**src/rtl/cla_pkg.sv**
```systemverilog
// rtl/cla_pkg.sv - shared sizing helpers for the pipelined carry-lookahead adder
//
// Purpose : stage-count derivation and legality check for the WIDTH/BLK split.
// Contents: n_stages(width, blk) -> number of pipeline stages (= latency)
//           blk_ok(width, blk)   -> 1 when blk divides width and 1 <= blk <= width
package cla_pkg;

    function automatic int n_stages(input int width, input int blk);
        // Guard keeps elaboration alive long enough for blk_ok to report a bad BLK.
        return (blk > 0) ? (width / blk) : 1;
    endfunction

    function automatic bit blk_ok(input int width, input int blk);
        return (blk >= 1) && (blk <= width) && ((width % blk) == 0);
    endfunction

endpackage

```
**src/rtl/cla_block.sv**
```systemverilog
// rtl/cla_block.sv - combinational BLK-bit carry-lookahead block
//
// Purpose : one pipeline stage worth of addition, carries formed by lookahead
//           from per-bit generate/propagate terms.
// Ports   : a, b     in  BLK  operand slices
//           ci       in  1    carry into bit 0 of the block
//           s        out BLK  sum slice
//           co       out 1    carry out of the block's top bit
//           c_msb_in out 1    carry into the block's top bit (for overflow)
module cla_block #(
    parameter int BLK = 8
) (
    input  logic [BLK-1:0] a,
    input  logic [BLK-1:0] b,
    input  logic           ci,
    output logic [BLK-1:0] s,
    output logic           co,
    output logic           c_msb_in
);

    logic [BLK-1:0] p;
    logic [BLK-1:0] g;
    logic [BLK:0]   c;

    assign p = a ^ b;
    assign g = a & b;

    // c[i+1] = g[i] | p[i]g[i-1] | ... | p[i..0]ci, expanded per bit rather
    // than rippled, so every carry is a flat sum of products.
    always_comb begin
        c    = '0;
        c[0] = ci;
        for (int i = 0; i < BLK; i++) begin
            logic t;
            logic pp;
            t  = g[i];
            pp = p[i];
            for (int j = i - 1; j >= 0; j--) begin
                t  = t | (pp & g[j]);
                pp = pp & p[j];
            end
            c[i+1] = t | (pp & ci);
        end
    end

    assign s        = p ^ c[BLK-1:0];
    assign co       = c[BLK];
    assign c_msb_in = c[BLK-1];

endmodule

```
**src/rtl/cla_pipe_adder.sv**
```systemverilog
// rtl/cla_pipe_adder.sv - pipelined carry-lookahead adder/subtractor with valid/ready
//
// Purpose : WIDTH-bit add/subtract, one BLK-bit block resolved per stage,
//           inter-block carry registered; one result per clock, latency NSTG.
// Ports   : clk, rst (sync, active high)
//           in_valid/in_ready, a, b, ci, sub   operand beat
//           out_valid/out_ready, s, co, ovf    result beat
module cla_pipe_adder
    import cla_pkg::*;
#(
    parameter int WIDTH = 32,
    parameter int BLK   = 8
) (
    input  logic             clk,
    input  logic             rst,
    input  logic             in_valid,
    output logic             in_ready,
    input  logic [WIDTH-1:0] a,
    input  logic [WIDTH-1:0] b,
    input  logic             ci,
    input  logic             sub,
    output logic             out_valid,
    input  logic             out_ready,
    output logic [WIDTH-1:0] s,
    output logic             co,
    output logic             ovf
);

    localparam int NSTG = n_stages(WIDTH, BLK);

    if (!blk_ok(WIDTH, BLK)) begin : g_bad_blk
        $error("cla_pipe_adder: BLK must divide WIDTH and lie in 1..WIDTH");
    end

    // Index k holds what stage k consumes; index NSTG is the output register.
    // a_in doubles as the skew register: each stage shifts its operand right by
    // BLK and inserts its sum slice at the top, so after NSTG stages the word
    // is exactly the result.  b_in rotates so the next slice is always at the
    // bottom; the last stage needs no b register.
    logic [WIDTH-1:0] a_in [NSTG+1];
    logic [WIDTH-1:0] b_in [NSTG];
    logic             c_in [NSTG+1];
    logic             v_in [NSTG+1];
    logic             cm_w [NSTG];
    logic             co_w [NSTG];
    logic             adv;
    logic             ovf_r;

    assign adv      = !v_in[NSTG] || out_ready;
    assign in_ready = adv;

    assign a_in[0] = a;
    assign b_in[0] = b ^ {WIDTH{sub}};
    assign c_in[0] = ci ^ sub;
    assign v_in[0] = in_valid;

    for (genvar k = 0; k < NSTG; k++) begin : g_stg
        logic [BLK-1:0]   bs;
        logic [WIDTH-1:0] a_nxt;
        logic [WIDTH-1:0] a_r;
        logic             c_r;
        logic             v_r;

        cla_block #(.BLK(BLK)) u_blk (
            .a        (a_in[k][BLK-1:0]),
            .b        (b_in[k][BLK-1:0]),
            .ci       (c_in[k]),
            .s        (bs),
            .co       (co_w[k]),
            .c_msb_in (cm_w[k])
        );

        if (BLK == WIDTH) begin : g_one
            assign a_nxt = bs;
        end else begin : g_shift
            assign a_nxt = {bs, a_in[k][WIDTH-1:BLK]};
        end

        // Bubbles shift along with real beats; only v_r marks them.
        always_ff @(posedge clk) begin
            if (rst) begin
                a_r <= '0;
                c_r <= 1'b0;
                v_r <= 1'b0;
            end else if (adv) begin
                a_r <= a_nxt;
                c_r <= co_w[k];
                v_r <= v_in[k];
            end
        end

        assign a_in[k+1] = a_r;
        assign c_in[k+1] = c_r;
        assign v_in[k+1] = v_r;

        if (k < NSTG - 1) begin : g_b
            logic [WIDTH-1:0] b_r;

            always_ff @(posedge clk) begin
                if (rst) begin
                    b_r <= '0;
                end else if (adv) begin
                    b_r <= {b_in[k][BLK-1:0], b_in[k][WIDTH-1:BLK]};
                end
            end

            assign b_in[k+1] = b_r;
        end
    end

    always_ff @(posedge clk) begin
        if (rst) begin
            ovf_r <= 1'b0;
        end else if (adv) begin
            ovf_r <= cm_w[NSTG-1] ^ co_w[NSTG-1];
        end
    end

    assign s         = a_in[NSTG];
    assign co        = c_in[NSTG];
    assign ovf       = ovf_r;
    assign out_valid = v_in[NSTG];

endmodule

```
**config.mk**
```make
export PLATFORM = sky130hd
export DESIGN_NAME = cla_pipe_adder
export DESIGN_NICKNAME = d
export VERILOG_FILES = /design/src/rtl/cla_pkg.sv /design/src/rtl/cla_block.sv /design/src/rtl/cla_pipe_adder.sv
export SDC_FILE = /design/constraint.sdc
export NUM_CORES = 1
export LEC_CHECK = 0
export ABC_CLOCK_PERIOD_IN_PS = 4950
export CORE_ASPECT_RATIO = 0.7
export CORE_MARGIN = 2
export CORE_UTILIZATION = 35
export DETAILED_ROUTE_END_ITERATION = 7
export SYNTH_ARGS = -nofsm -noshare
export SYNTH_HDL_FRONTEND = slang
export SYNTH_HIERARCHICAL = 1
export SYNTH_SLANG_ARGS = --single-unit
export TNS_END_PERCENT = 50
```
**constraint.sdc**
```tcl
create_clock -name clk -period 4.95 [get_ports clk]
set_input_delay 0.99 -clock clk [delete_from_list [all_inputs] [get_ports clk]]
set_output_delay 0.99 -clock clk [all_outputs]
set_load 0.05 [all_outputs]
```
==> results.sh, run 1 <==
export IMPL_dp_cells=1343
export IMPL_htreeDepth=4
export IMPL_r2r_end="g_stg[1].a_r[7]$_SDFFE_PP0P_"
export IMPL_critPathSlowestCell="clkdlybuf4s50_1"
export IMPL_design_area_um2=9920
export IMPL_end_kind="primary output"
export IMPL_path_clk_slew_ns=0.07
export IMPL_crit_end="in_ready"
export IMPL_hold_class="reg2reg"
export IMPL_hold_start="g_stg[2].a_r[24]$_SDFFE_PP0P_"
export IMPL_seqCellArea_um2=3700
export IMPL_fp_dieArea_um2=24900
export IMPL_num_vias=6328
export IMPL_drive_gt1_share_pct=8.14
export IMPL_finalNetCount=1154
export IMPL_antenna_found_initial=0
export IMPL_total_power_mw=3.46
export IMPL_grt_pass1_wl_mm=30.6
export IMPL_wire_per_inst_um=13.2
export IMPL_r2r_start="out_valid$_SDFFE_PP0P_"
export IMPL_status="finished clean"
export IMPL_drt_initial_drc_count=417
export IMPL_max_slew_margin_pct=32.0
export IMPL_cp_required_ns=3.96
export IMPL_cts_buffers=17
export IMPL_rsz0062_at_grt="false"
export IMPL_n_fill_cell=2378
export IMPL_track_usage_pct=15.0
export IMPL_rows=47
export IMPL_power_density_nw_per_um2=348
export IMPL_slowest_delay_ns=0.50
export IMPL_gr_usage_met1_pct=24.8
export IMPL_finalMaxSlewViolations=0
export IMPL_via_per_inst=4.61
export IMPL_worstPathCellList="clkdlybuf4s50_1 > nor2b_4 > inv_6 > buf_4"
export IMPL_p_clk_share_pct=38.8
export IMPL_cts_tree="yes"
export IMPL_yosysWarnings=6
export IMPL_fmax_mhz=309
export IMPL_dieHeight_um=133
export IMPL_grt_overflow_total=0
export IMPL_cp_max_fo=67
export IMPL_place_area_um2=9350
export IMPL_hold_viol=0
export IMPL_path_depth=4
export IMPL_crit_type="in2out"
export IMPL_wl_mm=18.2
export IMPL_p_int_mw=2.54
export IMPL_final_util_pct=42.3
export IMPL_p_sw_mw=0.911
export IMPL_area_delta_synth_final_pct=19.7
export IMPL_crit_start="out_ready"
export IMPL_grt_busiest_layer="met1"
export IMPL_worstSetupStartpointType="primary input"
export IMPL_gp_congestion=0.732
export IMPL_grt_met3_usage_pct=3.50
export IMPL_cts_sinks=185
export IMPL_r2r_setup_slack_ns=2.54
export IMPL_worstMarginPinSlew_ns=1.02
export IMPL_post_cts_buffers=0
export IMPL_synth_net_count=1091
export IMPL_holdBufCountCts=0
export IMPL_setup_viol=0
export IMPL_period_share_pct=65.4
export IMPL_netlist_area_um2=8290
export IMPL_switching_share_pct=26.4
export IMPL_ant_nets=0
export IMPL_seq_power_share_pct=47.7
export IMPL_combPwrFrac_pct=13.5
export IMPL_final_cells=1374
export IMPL_peakVddDrop_mv=0.236
export IMPL_initial_core_util_pct=35.3
export IMPL_use_met2_pct=18.6
export IMPL_diodes=0
export IMPL_synth_avg_cell_area_um2=8.45
export IMPL_cts_resized=0
export IMPL_hpwl_mm=12.0
export IMPL_cp_top_family="buffers and inverters"
export IMPL_clk_latency_ns=0.43
export IMPL_reg2regPathDepth=5
export IMPL_drtPass1Iterations=4
export IMPL_ios=106
export IMPL_die_x_um=188
export IMPL_fin_crit_ns=3.24
export IMPL_grt_pass1_vias=5913
export IMPL_multi_input_area_um2=4110
export IMPL_arrival_ns=2.25
export IMPL_port_buffers=105
export IMPL_clock_skew_ns=0.00839
export IMPL_critPathBufInv=3
export IMPL_drv_cap=0
export IMPL_synthCells=981
export IMPL_root_buffer="clkbuf_16"
export IMPL_drc=0
export IMPL_grt_max_degree=145
export IMPL_cts_path_max_buffers=2
export IMPL_setup_tns_final_ns=0
export IMPL_p_leak_nw=4.00
export IMPL_coreArea_um2=23500
## power by group through the flow
stage	clock (mW)	sequential (mW)	combinational [mW]
2_1_floorplan	0	1.70	0.289
5_1_grt	1.43	1.66	0.521
4_1_cts	1.38	1.65	0.470
3_5_place_dp	0	1.68	0.465
6_report	1.34	1.65	0.466
3_3_place_gp	0	1.68	0.463
## layout by cell type, fill, tap and decap left out, types with 4 or more instances in the layout
| master | n |
|---|---|
| nand2_1 | 318 |
| dfxtp_1 | 185 |
| a21oi_1 | 167 |
| clkdlybuf4s50_1 | 102 |
| nor2_1 | 39 |
| ha_1 | 36 |
| xnor2_1 | 34 |
| a211oi_2 | 25 |
| xor2_1 | 24 |
| a21o_1 | 24 |
| clkbuf_16 | 17 |
| inv_1 | 8 |
| buf_4 | 5 |
| clkinv_2 | 4 |
| a21oi_2 | 4 |
| nand4_1 | 4 |
| o21a_1 | 4 |
| a31oi_1 | 4 |
| and4_1 | 4 |
| o21ai_0 | 4 |
| nand2_2 | 4 |
| and4_2 | 4 |
| and2_4 | 4 |
| a211o_1 | 4 |
| nand3_1 | 4 |
| a221oi_2 | 4 |
| fa_1 | 4 |
## metal layers
metal / up-vias / part of all wire (%)
met3: 11 / 4.9
met5: - / 0
met1: 2830 / 59
met2: 111 / 36
li1: 3376 / -
met4: 0 / 0.81
## worst min path at each step
| stage | to | slack, ns | cells after the start |
|---|---|---|---|
| final | s[16]$_SDFFE_PP0P_ | 0.45 | 2 |
| after global routing | g_stg[1].a_r[20]$_SDFFE_PP0P_ | 0.47 | 2 |
| after CTS | g_stg[1].g_b.b_r[6]$_SDFFE_PP0P_ | 0.45 | 2 |
| after detailed placement | g_stg[0].a_r[21]$_SDFFE_PP0P_ | 0.44 | 2 |
| after global placement | g_stg[1].a_r[20]$_SDFFE_PP0P_ | 0.44 | 2 |
| after floorplan | g_stg[0].a_r[10]$_SDFFE_PP0P_ | 0.43 | 2 |
## stage by stage
stage	setup WS [ns]	hold WS [ns]
after floorplan	2.18	0.432
after global placement	1.48	0.438
after detailed placement	1.44	0.444
after CTS	1.70	0.453
after global routing	1.63	0.469
final	1.71	0.448
## area by class of cell
type / count / share of cell area, %
well taps: 318 / 4.01
inverters: 9 / 0.391
clock inverters: 14 / 1.50
flip-flops and latches: 185 / 37.3
repair buffers: 110 / 11.0
multi-input cells: 721 / 41.5
clock buffers: 17 / 4.29
## worst min-delay path, cell delays in order, from the launching register on
cell and delay [ns]:
dfxtp_1 0.31, nand2_1 0.05, a21oi_1 0.05
## state kept, by name, summed over array words and instances (netlist names)
signal and cells:
s 32, g_stg.c_r 3, co 1, g_stg.v_r 3, ovf 1, out_valid 1
g_stg.a_r 96, g_stg.g_b.b_r 48
Power figures use the tool's default switching activity.
==> run 2, diff against run 1 <==
ABC_CLOCK_PERIOD_IN_PS = 3300   (was 4950)
clock period = 3.3 ns   (was 4.95 ns; I/O delays follow)
==> run 2 against run 1 <==
  * First-iteration DRC count grew 5.8%
  * Critical path type unchanged
  * Sequential share of layout area shrank 0.35 points
  * Via count grew 0.47%
  * Largest cell class unchanged
  * Final cell count grew 0.22%
  * Routed wire length grew 1.0%
==> results.sh, run 2 (synthesis gave the netlist of run 1 again) <==
export IMPL_status="finished clean"
export IMPL_dieHeight_um=133
export IMPL_die_x_um=188
export IMPL_cts_tree="yes"
export IMPL_drv_cap=0
export IMPL_ant_nets=0
export IMPL_design_area_um2=10000
export IMPL_peakVddDrop_mv=0.396
export IMPL_wire_per_inst_um=13.3
export IMPL_htreeDepth=4
export IMPL_drc=0
export IMPL_grt_pass1_wl_mm=30.2
export IMPL_path_clk_slew_ns=0.07
export IMPL_fp_dieArea_um2=24900
export IMPL_drtPass1Iterations=4
export IMPL_n_fill_cell=2404
export IMPL_fmax_mhz=430
export IMPL_initial_core_util_pct=35.3
export IMPL_p_leak_nw=4.04
export IMPL_arrival_ns=1.67
export IMPL_worstMarginPinSlew_ns=0.775
export IMPL_end_kind="primary output"
export IMPL_root_buffer="clkbuf_16"
export IMPL_critPathSlowestCell="clkdlybuf4s50_1"
export IMPL_diodes=0
export IMPL_rows=47
export IMPL_clock_skew_ns=0.0108
export IMPL_clk_latency_ns=0.43
export IMPL_rsz0062_at_grt="false"
export IMPL_grt_pass1_vias=5825
export IMPL_via_per_inst=4.62
export IMPL_crit_start="out_ready"
export IMPL_cts_buffers=17
export IMPL_gr_usage_met1_pct=24.6
export IMPL_place_area_um2=9410
export IMPL_finalMaxSlewViolations=0
export IMPL_slowest_delay_ns=0.44
export IMPL_final_common_cell="nand2_1"
export IMPL_num_vias=6358
export IMPL_drt_initial_drc_count=441
export IMPL_largest_reg_flops=96
export IMPL_hpwl_mm=12.2
export IMPL_post_cts_buffers=0
export IMPL_hold_class="reg2reg"
export IMPL_setup_tns_final_ns=0
export IMPL_max_slew_margin_pct=48.3
export IMPL_drive_gt1_share_pct=8.40
export IMPL_most_common_layout_cells="nand2_1, dfxtp_1, a21oi_1"
export IMPL_holdBufCountCts=0
export IMPL_cts_sinks=185
export IMPL_use_met2_pct=18.2
export IMPL_grt_overflow_total=0
export IMPL_worstPathCellList="clkdlybuf4s50_1 > nor2b_4 > inv_6 > buf_12"
export IMPL_cp_max_fo=31
export IMPL_wl_mm=18.3
export IMPL_track_usage_pct=14.9
export IMPL_ios=106
export IMPL_period_share_pct=70.5
export IMPL_r2r_start="g_stg[2].a_r[5]$_SDFFE_PP0P_"
export IMPL_setup_viol=0
export IMPL_fin_crit_ns=2.33
export IMPL_gp_congestion=0.776
export IMPL_grt_max_degree=161
export IMPL_grt_busiest_layer="met1"
export IMPL_antenna_found_initial=1
export IMPL_cts_path_max_buffers=2
export IMPL_port_buffers=105
export IMPL_hold_start="g_stg[0].v_r$_SDFFE_PP0P_"
export IMPL_reg2regPathDepth=7
export IMPL_finalNetCount=1156
export IMPL_whs_path_depth=2
export IMPL_coreArea_um2=23500
export IMPL_cp_required_ns=2.64
export IMPL_worstSetupStartpointType="primary input"
export IMPL_area_delta_synth_final_pct=20.9
export IMPL_grt_met3_usage_pct=3.77
export IMPL_regMostFlops="g_stg.a_r"
export IMPL_cts_resized=0
export IMPL_crit_type="in2out"
export IMPL_power_density_nw_per_um2=526
export IMPL_hold_viol=0
==> run 2: cell types whose count changed in the layout (fill, tap and decap cells not counted) <==
cell and change:
buf_12 +4, buf_4 -2, clkinv_2 -4, inv_6 +3, inv_8 +2
==> run 2: report_power, final <==
part | switching [mW] | internal (mW) | total, mW
logic | 0.378 | 0.319 | 0.697
clock network | 0.948 | 1.15 | 2.09
registers | 0.0907 | 2.38 | 2.47
total | 1.42 | 3.85 | 5.27
==> run 2: metal layers <==
| metal | share of wire (%) | routed length, µm |
|---|---|---|
| met3 | 3.6 | 659 |
| met4 | 0.95 | 174 |
| met5 | 0.071 | 13 |
| met1 | 59 | 10900 |
| met2 | 36 | 6600 |
==> run 2: worst paths after layout <==
path	to	slack (ns)
setup reg to reg	ovf$_SDFFE_PP0P_	1.33
setup / recovery	in_ready	0.97
hold / removal	g_stg[1].v_r$_SDFFE_PP0P_	0.45
hold reg to reg	g_stg[1].v_r$_SDFFE_PP0P_	0.45
==> run 2: cell type report <==
class,instances,area (µm²),area share [%]
Clock buffer,17,425,4.25
Clock inverter,15,178,1.77
Inverter,9,38.8,0.387
Multi-Input combinational cell,721,4110,41.1
Sequential cell,185,3700,37.0
Tap cell,318,398,3.97
Timing Repair Buffer,112,1160,11.6
==> run 2: per-stage QoR <==
step	utilization (%)	hold slack (ns)	std cells	total power, mW	setup WS [ns]
floorplan	-	0.432	981	2.99	0.862
global placement	40.1	0.438	1345	3.22	0.646
detailed placement	40.1	0.444	1345	3.22	0.607
CTS	42.7	0.450	1377	5.34	0.956
global route	42.7	0.459	1377	5.53	0.941
finish	42.7	0.450	1377	5.27	0.974
==> run 2: worst max-delay path: cells and delay by family <==
family / cells / cell delay (ns)
and+or+nand+nor: 1 / 0.22
buffers and inverters: 3 / 0.76
